`src/rtl/instr_fetch_unit.sv`:
```
// Fetch stage: turns accepted PCs into in-order imem reads and buffers {instr, pc} for decode.
// Latency: instr visible 2 cycles after PC accept plus memory latency; no response bypass.
// Backpressure: credit of DEPTH entries in flight; imem request held until ready; flush drops in-flight.
module instr_fetch_unit #(
    parameter int ADDR_W = 32,
    parameter int DATA_W = 32,
    parameter int DEPTH  = 2
) (
    input  logic              clk,
    input  logic              rst_n,
    input  logic              flush,
    input  logic [ADDR_W-1:0] pc_in,
    input  logic              pc_valid,
    output logic              pc_ready,
    output logic              imem_req_valid,
    input  logic              imem_req_ready,
    output logic [ADDR_W-1:0] imem_addr,
    input  logic              imem_rsp_valid,
    input  logic [DATA_W-1:0] imem_rsp_data,
    output logic              instr_valid,
    input  logic              instr_ready,
    output logic [DATA_W-1:0] instr,
    output logic [ADDR_W-1:0] instr_pc
);
    localparam int PW = $clog2(DEPTH);
    localparam int CW = PW + 1;

    logic [CW-1:0]     outstanding;
    logic [CW-1:0]     buf_count;
    logic [CW-1:0]     drop_cnt;
    logic [CW:0]       in_flight;
    logic [PW-1:0]     pq_wr, pq_rd;
    logic [PW-1:0]     buf_wr, buf_rd;
    logic [ADDR_W-1:0] pq_mem  [DEPTH];
    logic [DATA_W-1:0] buf_dat [DEPTH];
    logic [ADDR_W-1:0] buf_pc  [DEPTH];
    logic              pc_acc, req_hs, rsp_drop, rsp_keep, deq;
    logic              unused_pc_lsbs;

    assign unused_pc_lsbs = ^pc_in[1:0];

    assign in_flight = {{CW{1'b0}}, imem_req_valid} + {1'b0, outstanding} + {1'b0, buf_count};
    assign pc_ready  = !flush && !imem_req_valid && (in_flight < (CW+1)'(DEPTH));
    assign pc_acc    = pc_valid && pc_ready;
    assign req_hs    = imem_req_valid && imem_req_ready;
    // Responses to requests issued before a redirect are discarded, including one landing in the flush cycle.
    assign rsp_drop  = imem_rsp_valid && (flush || drop_cnt != '0);
    assign rsp_keep  = imem_rsp_valid && !rsp_drop;
    assign deq       = instr_valid && instr_ready;

    assign instr_valid = (buf_count != '0);
    assign instr       = buf_dat[buf_rd];
    assign instr_pc    = buf_pc[buf_rd];

    always_ff @(posedge clk or negedge rst_n) begin
        if (!rst_n) begin
            imem_req_valid <= 1'b0;
            imem_addr      <= '0;
        end else if (flush) begin
            imem_req_valid <= 1'b0;
        end else if (pc_acc) begin
            imem_req_valid <= 1'b1;
            imem_addr      <= {pc_in[ADDR_W-1:2], 2'b00};
        end else if (req_hs) begin
            imem_req_valid <= 1'b0;
        end
    end

    always_ff @(posedge clk or negedge rst_n) begin
        if (!rst_n) begin
            outstanding <= '0;
            drop_cnt    <= '0;
        end else begin
            outstanding <= outstanding + CW'(req_hs) - CW'(imem_rsp_valid);
            if (flush)
                drop_cnt <= outstanding + CW'(req_hs) - CW'(imem_rsp_valid);
            else if (rsp_drop)
                drop_cnt <= drop_cnt - CW'(1);
        end
    end

    always_ff @(posedge clk or negedge rst_n) begin
        if (!rst_n) begin
            pq_wr <= '0;
            pq_rd <= '0;
        end else if (flush) begin
            pq_wr <= '0;
            pq_rd <= '0;
        end else begin
            if (pc_acc)
                pq_wr <= pq_wr + PW'(1);
            if (rsp_keep)
                pq_rd <= pq_rd + PW'(1);
        end
    end

    always_ff @(posedge clk) begin
        if (pc_acc)
            pq_mem[pq_wr] <= pc_in;
    end

    always_ff @(posedge clk or negedge rst_n) begin
        if (!rst_n) begin
            buf_wr    <= '0;
            buf_rd    <= '0;
            buf_count <= '0;
        end else if (flush) begin
            buf_wr    <= '0;
            buf_rd    <= '0;
            buf_count <= '0;
        end else begin
            if (rsp_keep)
                buf_wr <= buf_wr + PW'(1);
            if (deq)
                buf_rd <= buf_rd + PW'(1);
            buf_count <= buf_count + CW'(rsp_keep) - CW'(deq);
        end
    end

    always_ff @(posedge clk or negedge rst_n) begin
        if (!rst_n) begin
            for (int i = 0; i < DEPTH; i++) begin
                buf_dat[i] <= '0;
                buf_pc[i]  <= '0;
            end
        end else if (rsp_keep) begin
            buf_dat[buf_wr] <= imem_rsp_data;
            buf_pc[buf_wr]  <= pq_mem[pq_rd];
        end
    end
endmodule

```
`config.mk`:
```
export PLATFORM = sky130hd
export DESIGN_NAME = instr_fetch_unit
export DESIGN_NICKNAME = d
export VERILOG_FILES = /design/src/rtl/instr_fetch_unit.sv
export SDC_FILE = /design/constraint.sdc
export NUM_CORES = 1
export LEC_CHECK = 0
export ABC_AREA = 1
export ABC_CLOCK_PERIOD_IN_PS = 4790
export BUFFER_PORTS_ARGS = -buffer_cell sky130_fd_sc_hd__buf_2
export CORE_AREA = 2 2 170 172
export CTS_CLUSTER_SIZE = 25
export DETAILED_ROUTE_END_ITERATION = 16
export DIE_AREA = 0 0 172 174
export SYNTH_ARGS = -nofsm -noshare
export SYNTH_HDL_FRONTEND = slang
export SYNTH_SLANG_ARGS = --single-unit
```
`constraint.sdc`:
```
create_clock -name clk -period 4.79 [get_ports clk]
set_clock_uncertainty 0.2 [all_clocks]
set_input_delay 0.2395 -clock clk [delete_from_list [all_inputs] [get_ports clk]]
set_output_delay 0.2395 -clock clk [all_outputs]
set_load 0.05 [all_outputs]
```
# Word level (Yosys, flattened, before mapping)
# Memory sizes are Yosys's and may differ from the RTL's.
# Cells that the tools add are included.
[totals] ff_bits=169 latchBits=0 ramBits=64 rom_bits=0 inputBits=71 wordCells=78 n_memories=1
[memory_table] memory="pq_mem" words=2 word_bits=32 rd=1 rd_ports_with_merged_regs=0 write_ports=1 line_no="34" rtl="logic [ADDR_W-1:0] pq_mem [DEPTH];"
[op_classes] addsub=11 n_mul=0 div=0 order_cmp=4 eq_ne=0 n_shift=0 mux=26 n_bitwise=3 reduce_logical=20
[ops] op="two-way mux 32 bit" n=7
[ops] op="bitwise mux 64 bit" n=2
[ops] op="demux 32 bit (select 1 bit)" n=1
[ops] op="two-way mux 1 bit" n=13
[ops] op="nonzero test 2 bit" n=6
[ops] op="logical AND 1 bit" n=8
[ops] op="two-way mux 2 bit" n=3
[ops] op="adder 1 bit (second input constant)" n=4
[ops] op="adder 2 x 1 -> 2 bit" n=2
[ops] op=">= comparator 2 bit (second input constant)" n=2
[ops] op="inverter 1 -> 2 bit" n=2
[ops] op="subtractor 2 x 1 -> 2 bit" n=2
[ops] op="adder 1 x 2 -> 3 bit" n=1
[ops] op="adder 3 x 2 -> 3 bit" n=1
[ops] op="logical NOT 1 bit" n=3
[ops] op="< comparator 3 x 2 -> 1 bit (second input constant)" n=1
[ops] op="nonzero test 3 bit" n=1
[ops] op="< comparator 2 x 1 -> 1 bit (second input constant)" n=1
[ops] op="AND reduction 2 bit" n=1
[ops] op="subtractor 2 x 1 -> 2 bit (second input constant)" n=1
[ops] op="logical OR 1 bit" n=1
[ops] op="inverter 1 bit" n=1

# Logic depth before layout (Yosys ltp)
# Gate-level depths: netlist (run 1).
[logic_depth] ltp_word=8 depth_mapped=10 mapped_depth_nobuf=10

# Worst setup path after synthesis (run 1)
# Ideal clock, no wire load.
[synth_timing] path_type="reg-to-reg" startpoint="reg imem_req_valid" endpoint="mem pq_mem[1][0], enable pin" t_arrival_ns=3.165 required_ns=4.169 path_slack_ns=1.004 stages_incl_launch_ff=9 path_buffers=2 cell_sequence="dfrtp_1 a21oi_1 fa_1 nand2_1 inv_1 nand3_1 buf_2 buf_2 nor2_1"
[synth_via] elab_chain_cells=7
[synth_rtl] element="start: declaration" line_no="15" rtl="output logic imem_req_valid,"
[synth_rtl] element="start signal: assignment" line_no="57" rtl="imem_req_valid <= 1'b0;"
[synth_rtl] element="start signal: assignment" line_no="60" rtl="imem_req_valid <= 1'b0;"
[synth_rtl] element="start signal: assignment" line_no="62" rtl="imem_req_valid <= 1'b1;"
[synth_rtl] element="adder 1 x 2 -> 3 bit" line_no="42" rtl="assign in_flight = {{CW{1'b0}}, imem_req_valid} + {1'b0, outstanding} + {1'b0, buf_count};"
[synth_rtl] element="adder 3 x 2 -> 3 bit" line_no="42"
[synth_rtl] element="< comparator 3 x 2 -> 1 bit" line_no="43" rtl="assign pc_ready = !flush && !imem_req_valid && (in_flight < (CW+1)'(DEPTH));"
[synth_rtl] element="logical AND 1 bit *" line_no="43"
[synth_rtl] element="logical AND 1 bit *" line_no="44" rtl="assign pc_acc = pc_valid && pc_ready;"
[synth_rtl] element="two-way mux 1 bit *" line_no="98" rtl="if (pc_acc)"
[synth_rtl] element="two-way mux 1 bit (implied by the code) *" line_no="99" rtl="pq_mem[pq_wr] <= pc_in;"
[synth_rtl] element="end: declaration" line_no="34"
# Every way passes the cells marked *; elsewhere a longest branch is shown, timed or not.

# Final worst setup path (run 1)
[layout_timing] startpoint="reg buf_count[0]" endpoint="mem pq_mem[0][6], enable pin"
[layout_via] elab_chain_cells=6
[layout_rtl] element="start: declaration" line_no="29" rtl="logic [CW-1:0] buf_count;"
[layout_rtl] element="start signal: assignment" line_no="116" rtl="buf_count <= buf_count + CW'(rsp_keep) - CW'(deq);"
[layout_rtl] element="adder 3 x 2 -> 3 bit" line_no="42"
[layout_rtl] element="< comparator 3 x 2 -> 1 bit" line_no="43"
[layout_rtl] element="logical AND 1 bit" line_no="43"
[layout_rtl] element="logical AND 1 bit" line_no="44"
[layout_rtl] element="two-way mux 1 bit" line_no="98"
[layout_rtl] element="two-way mux 1 bit (implied by the code)" line_no="99"
# Every way passes these cells.

==> qor.yml, run 1 <==
outcome: "finished, final reports clean"
final_cell_mix: "468 x nand2_1, 168 x dfrtp_1, 166 x buf_2"
hp-class: "in -> reg"
worstPathMaxFanout: 32
initial_core_util_pct: 34.3
drive_above_1_share_pct: 17.4
synth_cells: 1071
numCtsBuffers: 26
synth_warnings: 0
fin_crit_ns: 3.13
ctsHtreeMaxLevel: 1
syn2layout_area_growth_pct: 28.6
place_congestion: 0.708
cp-start-kind: "flip-flop"
ys_seq_area_share_pct: 63.5
cap_violations: 0
grt_overflow: 0
clock-root-buffer: "clkbuf_16"
grt_usage_pct: 15.2
wl_per_cell_um: 13.3
fillCellCount: 2723
setup_tns_ns: 0
die_h_um: 174
clock-sinks: 233
yosysUniqueCellTypes: 28
io_pins: 170
design.core.area_um2: 28200
reg2reg_to: "pq_mem[0][6]$_DFFE_PP_"
irDropWorstVdd_mv: 0.510
worstSetupStartpoint: "buf_count[0]$_DFF_PN0_"
critical_path_class: "reg -> reg"
netlist_area_um2: 9680
avgSynthCellArea_um2: 9.04
cp-end-kind: "flip-flop"
r2r_cells: 7
tightestPinTransition_ns: 1.10
timing.final.crit_share_pct: 65.4
drc: 0
worst_ep_arrival_time_ns: 3.07
rows: 62
cp-endpoint: "pq_mem[0][6]$_DFFE_PP_"
p_per_area_nw_per_um2: 714
clock.fmax_ghz: 0.319
multi_input_area_um2: 2840
grt_max_degree: 109
routed_wl_mm: 22.6
grt_antenna_before_repair: 0
setup_viol_count_final: 0
finalHoldWorstSlack_ns: 0.0732
viasPerCell: 4.39
rsz0062_at_grt: "false"
antenna_left: 0
ys_seq_elements: 233
clk_latency_ns: 0.52
vias: 7433
first_pass_iters: 5
r2r_slack_ns: 1.66
cts_buffer_depth: 3
io_buffer_count: 167
crit_required_ns: 4.73
finalHoldViolCount: 0
clk_pin_slew_worst_paths_ns: 0.06
leakagePower_nw: 6.26
nets: 1366
diodes: 0
worstReg2RegStart: "buf_count[0]$_DFF_PN0_"
die_width_um: 172
seq_area_um2: 6150
grt_pass1_vias: 7213
max_slew_margin_pct: 26.4
final_common_cell: "nand2_1"
first_iter_violations: 506
place_hpwl_mm: 13.4
grt_pass1_wl_mm: 36.6
final_max_slew_viol_count: 0
cts_tree: "done"
die-area_um2: 29900
## cell families after synthesis
logic type	Yosys count	share of synthesized area (%)
flip-flops	233	63.5
other	1	0.0387
buffers and inverters	173	7.42
adder cells (fa/ha/maj)	7	0.982
AO/OA/AOI/OAI	166	8.61
AND/OR/NAND/NOR	491	19.4
## worst min-delay path by stage
| stage | endpoint | start | slack, ns | depth (start not counted) |
|---|---|---|---|---|
| 4_1_cts | imem_addr[25]$_DFFE_PN0P_ | pc_valid | 0.06 | 3 |
| 3_5_place_dp | buf_dat[4]$_DFFE_PN0P_ | rst_n | 0.07 | 1 |
| 6_report | imem_addr[25]$_DFFE_PN0P_ | pc_valid | 0.07 | 3 |
| 5_1_grt | imem_addr[29]$_DFFE_PN0P_ | pc_valid | 0.11 | 3 |
| 3_3_place_gp | buf_dat[36]$_DFFE_PN0P_ | rst_n | 0.07 | 1 |
| 2_1_floorplan | buf_count[0]$_DFF_PN0_ | rst_n | -0.26 | 0 |
## registers in the layout (all words and copies together) (netlist names)
| name | count |
|---|---|
| buf_wr | 1 |
| outstanding | 2 |
| pq_rd | 1 |
| pq_wr | 1 |
| imem_req_valid | 1 |
| buf_count | 2 |
| buf_rd | 1 |
| buf_pc | 64 |
| imem_addr | 30 |
| drop_cnt | 2 |
| buf_dat | 64 |
| pq_mem | 64 |
## worst max-delay path: stages (launching register included)
cell and delay (ns):
dfrtp_1 0.40, ha_1 0.27, a21oi_1 0.07, fa_1 0.49
nand2_1 0.07, inv_1 0.06, nand3_2 0.30, nor2_4 0.88
## cells in the mapped netlist
master	number	area, um2
a21oi_1	2	10.0
nand2_2	1	6.26
clkinv_1	1	3.75
buf_4	6	45.0
edfxtp_1	64	1920
and2_1	1	6.26
buf_2	25	125
ha_1	6	75.1
nor2_1	8	30.0
o21ai_1	41	205
clkbuf_1	23	86.3
o31ai_1	1	7.51
inv_1	113	424
nor3_1	1	5.00
nand4_1	1	6.26
nand2_1	469	1760
nor2_4	1	11.3
fa_1	1	20.0
buf_6	2	22.5
o21ai_0	122	611
buf_1	1	3.75
dfrtp_1	169	4230
or2_2	1	6.26
nand3_1	6	30.0
inv_2	2	7.51
nand3_2	1	10.0
nor2_2	1	6.26
conb_1	1	3.75
## routing by layer
layer | global-route usage, % | vias to the layer above | routed length (um)
met5 | 0 | - | 0
met4 | 3.33 | 0 | 412
met3 | 3.28 | 31 | 1570
met2 | 24.4 | 217 | 10100
met1 | 21.1 | 3421 | 10500
li1 | - | 3764 | -
## layout make-up
cell class / count / area share, %
tap: 384 / 3.86
timing repair buffer: 245 / 13.0
multi-input combinational: 666 / 22.8
inverter: 116 / 3.50
clock buffer: 31 / 5.63
clock inverter: 17 / 1.75
sequential: 233 / 49.5
## per-stage QoR
step                      cells  power, mW  area, um2  utilization, %  worst slack (ns)
after floorplan            1072       5.86       9680               -              1.00
final                      1692       8.89      12400            44.1              1.66
after CTS                  1692       8.99      12400            44.1              1.59
after detailed placement   1574       6.79      10800            38.3              1.62
after global placement     1574       6.73      10800            38.3              1.62
after global routing       1692       9.47      12400            44.1              1.43
## where the power goes
part           switching [mW]  internal (mW)
Clock                   0.801           1.31
Combinational            2.83          0.863
Sequential              0.328           2.76
## repair_timing
action                    CTS  global route
hold endpoints to repair  228             0
buffers inserted            0             0
hold buffers               70             0
gates resized for setup     0             0
Power figures use the tool's default switching activity.
==> run 2, diff against run 1 <==
Settings changed: ABC_CLOCK_PERIOD_IN_PS 4790 to 3300.
Clock period 4.79 ns to 3.3 ns, I/O delays scaled along.
==> run 2 against run 1 <==
Total power rose by 50%. Final area rose by 1.9%. Utilization rose by 0.84 points. Combinational power rose by 46%. First-iteration DRC count rose by 0.20%. Clock-buffer cell count rose by 1. Via count rose by 0.13%. Cell count rose by 0.53%.
==> qor.yml, run 2 (synthesized netlist as in run 1, its figures left out) <==
setup_tns_ns: 0  # unchanged
p_sw_share_pct: 43.4  # -1.1 points
die_width_um: 172  # unchanged
met2_usage_pct: 25.9  # +1.5 points
worstPathCellList: "ha_1 > a21oi_1 > fa_1 > nand2_1 > inv_1 > nand3_2 > buf_6 > o31ai_1 > dlygate4sd3_1"
clk_pin_slew_worst_paths_ns: 0.06  # about the same
wl_per_cell_um: 13.5  # +1.1%
numCtsBuffers: 26  # unchanged
fillCellCount: 2723  # unchanged
crit_path_max_incr_delay_ns: 0.57  # -0.31 ns
power_frac_seq_pct: 33.8  # -0.9 points
final_common_cell: "nand2_1"
io_buffer_count: 167  # unchanged
clock-sinks: 233  # unchanged
ctsHtreeMaxLevel: 1  # unchanged
top_regs: "buf_dat x64, buf_pc x64, pq_mem x64"
place_hpwl_mm: 13.7  # +2.1%
antenna_left: 0  # unchanged
first_iter_violations: 507  # +0.20%
post_cts_buffers: 0  # unchanged
use_met3_pct: 3.30  # +0.023 points
use_met1_pct: 20.5  # -0.68 points
finalHoldViolCount: 0  # unchanged
finalHoldWorstSlack_ns: 0.0990  # +0.0258 ns
syn2layout_area_growth_pct: 31.0
outcome: "finished, final reports clean"
drive_above_1_share_pct: 18.1  # +0.65 points
worst_ep_arrival_time_ns: 3.14  # +0.07 ns
internal_power_mw: 7.52  # +52%
rows: 62  # unchanged
design.core.area_um2: 28200  # unchanged
switchingPower_mw: 5.77  # +46%
clk_latency_ns: 0.53  # about the same
final_max_slew_viol_count: 0  # unchanged
io_pins: 170  # unchanged
layout.cells.non_filler: 1701  # +0.53%
setup_viol_count_final: 0  # unchanged
initial_core_util_pct: 34.3  # unchanged
p_comb_share_pct: 40.5  # -1.0 points
post-place-cells: 1580  # +0.38%
routed_wl_mm: 22.9  # +1.6%
crit_slowest_cell: "dlygate4sd3_1"
die-area_um2: 29900  # unchanged
grt_antenna_before_repair: 0  # unchanged
cts_tree: "done"
grt_usage_pct: 15.5  # +0.28 points
vias: 7443  # +0.13%
p_per_area_nw_per_um2: 1050  # +47%
clock-root-buffer: "clkbuf_16"
worstPathMaxFanout: 63  # +97%
multi_input_area_um2: 2840  # unchanged
tightestPinTransition_ns: 0.698  # -0.399 ns
final_cell_mix: "468 x nand2_1, 168 x dfrtp_1, 166 x buf_2"
critical_path_class: "reg -> reg"
first_pass_iters: 6  # +1
nets: 1374  # +0.59%
max_slew_margin_pct: 53.4  # +27 points
grt_max_degree: 71  # -35%
grt_pass1_wl_mm: 37.2  # +1.6%
fin_crit_ns: 2.93  # -0.204 ns
busiest_layer: "met2"
cp-end-kind: "flip-flop"
hp-class: "in -> reg"
rsz0062_at_grt: "false"
grt_pass1_vias: 7270  # +0.79%
leakagePower_nw: 6.37  # +1.7%
cts_buffer_depth: 3  # unchanged
grt_overflow: 0  # unchanged
die_h_um: 174  # unchanged
cp-start-kind: "flip-flop"
crit_required_ns: 3.51  # -1.22 ns
clock.fmax_ghz: 0.341  # +7.0%
irDropWorstVdd_mv: 0.664  # +30%
p_clk_share_pct: 25.7  # +1.9 points
timing.final.crit_share_pct: 88.8  # +23 points
drc: 0  # unchanged
seq_area_um2: 6150  # unchanged
place_congestion: 0.745  # +5.2%
cap_violations: 0  # unchanged
viasPerCell: 4.38  # -0.40%
run 2: worst paths after layout:
check,startpoint,end,slack [ns],depth (start not counted)
min in group asynchronous,rst_n,buf_dat[32]$_DFFE_PN0P_,0.36,3
max in group asynchronous,rst_n,buf_dat[53]$_DFFE_PN0P_,1.76,4
worst max-delay path,outstanding[0]$_DFF_PN0_,imem_req_valid$_DFFE_PN0P_,0.37,9
worst min register to register,buf_pc[0]$_DFFE_PN0P_,buf_pc[0]$_DFFE_PN0P_,0.28,2
worst max register to register,outstanding[0]$_DFF_PN0_,imem_req_valid$_DFFE_PN0P_,0.37,9
worst min-delay path,pc_valid,pq_mem[0][0]$_DFFE_PP_,0.1,4
run 2: cell type report:
| type | instances | share of cell area [%] |
|---|---|---|
| repair buffers | 253 | 13.6 |
| inverters | 116 | 3.43 |
| clock inverters | 16 | 2.66 |
| diodes | 1 | 0.0197 |
| flip-flops and latches | 233 | 48.5 |
| multi-input cells | 666 | 22.4 |
| well taps | 384 | 3.79 |
| clock buffers | 32 | 5.54 |
run 2: metrics by stage:
stage | util, % | cell area, um2 | worst slack (ns) | power, mW
after CTS | 44.9 | 12700 | 0.208 | 13.5
after global routing | 44.9 | 12700 | 0.139 | 14.2
final | 44.9 | 12700 | 0.370 | 13.3
after detailed placement | 38.6 | 10900 | 0.688 | 9.90
after floorplan | - | 9680 | -0.486 | 8.51
after global placement | 38.6 | 10900 | 0.708 | 9.80
run 2: worst max-delay path, delay by kind of cell (launching register included):
kind | cells | cell delay (ns)
buffers and inverters | 3 | 0.96
AOI/OAI and AO/OA | 2 | 0.30
DFF | 1 | 0.38
adders and majority gates | 2 | 0.74
and+or+nand+nor | 2 | 0.23
run 2: timing repair:
item / 4_1_cts / 5_1_grt
endpoints found under the hold margin: 293 / 0
hold buffers: 72 / 0
endpoints found under the setup margin: 0 / 1
resized for setup: 0 / 1
run 2: routing by layer:
layer	vias to the layer above	part of all wire, %
met1	3425	45
met5	-	0
met2	202	47
met4	0	2.1
li1	3790	-
met3	26	6.5
run 2: power by group through the flow:
stage | sequential [mW] | clock [mW] | combinational [mW]
floorplan | 5.01 | 0 | 3.50
global route | 4.62 | 3.62 | 5.91
finish | 4.49 | 3.42 | 5.38
detailed placement | 4.54 | 0 | 5.36
global placement | 4.52 | 0 | 5.28
CTS | 4.50 | 3.51 | 5.45
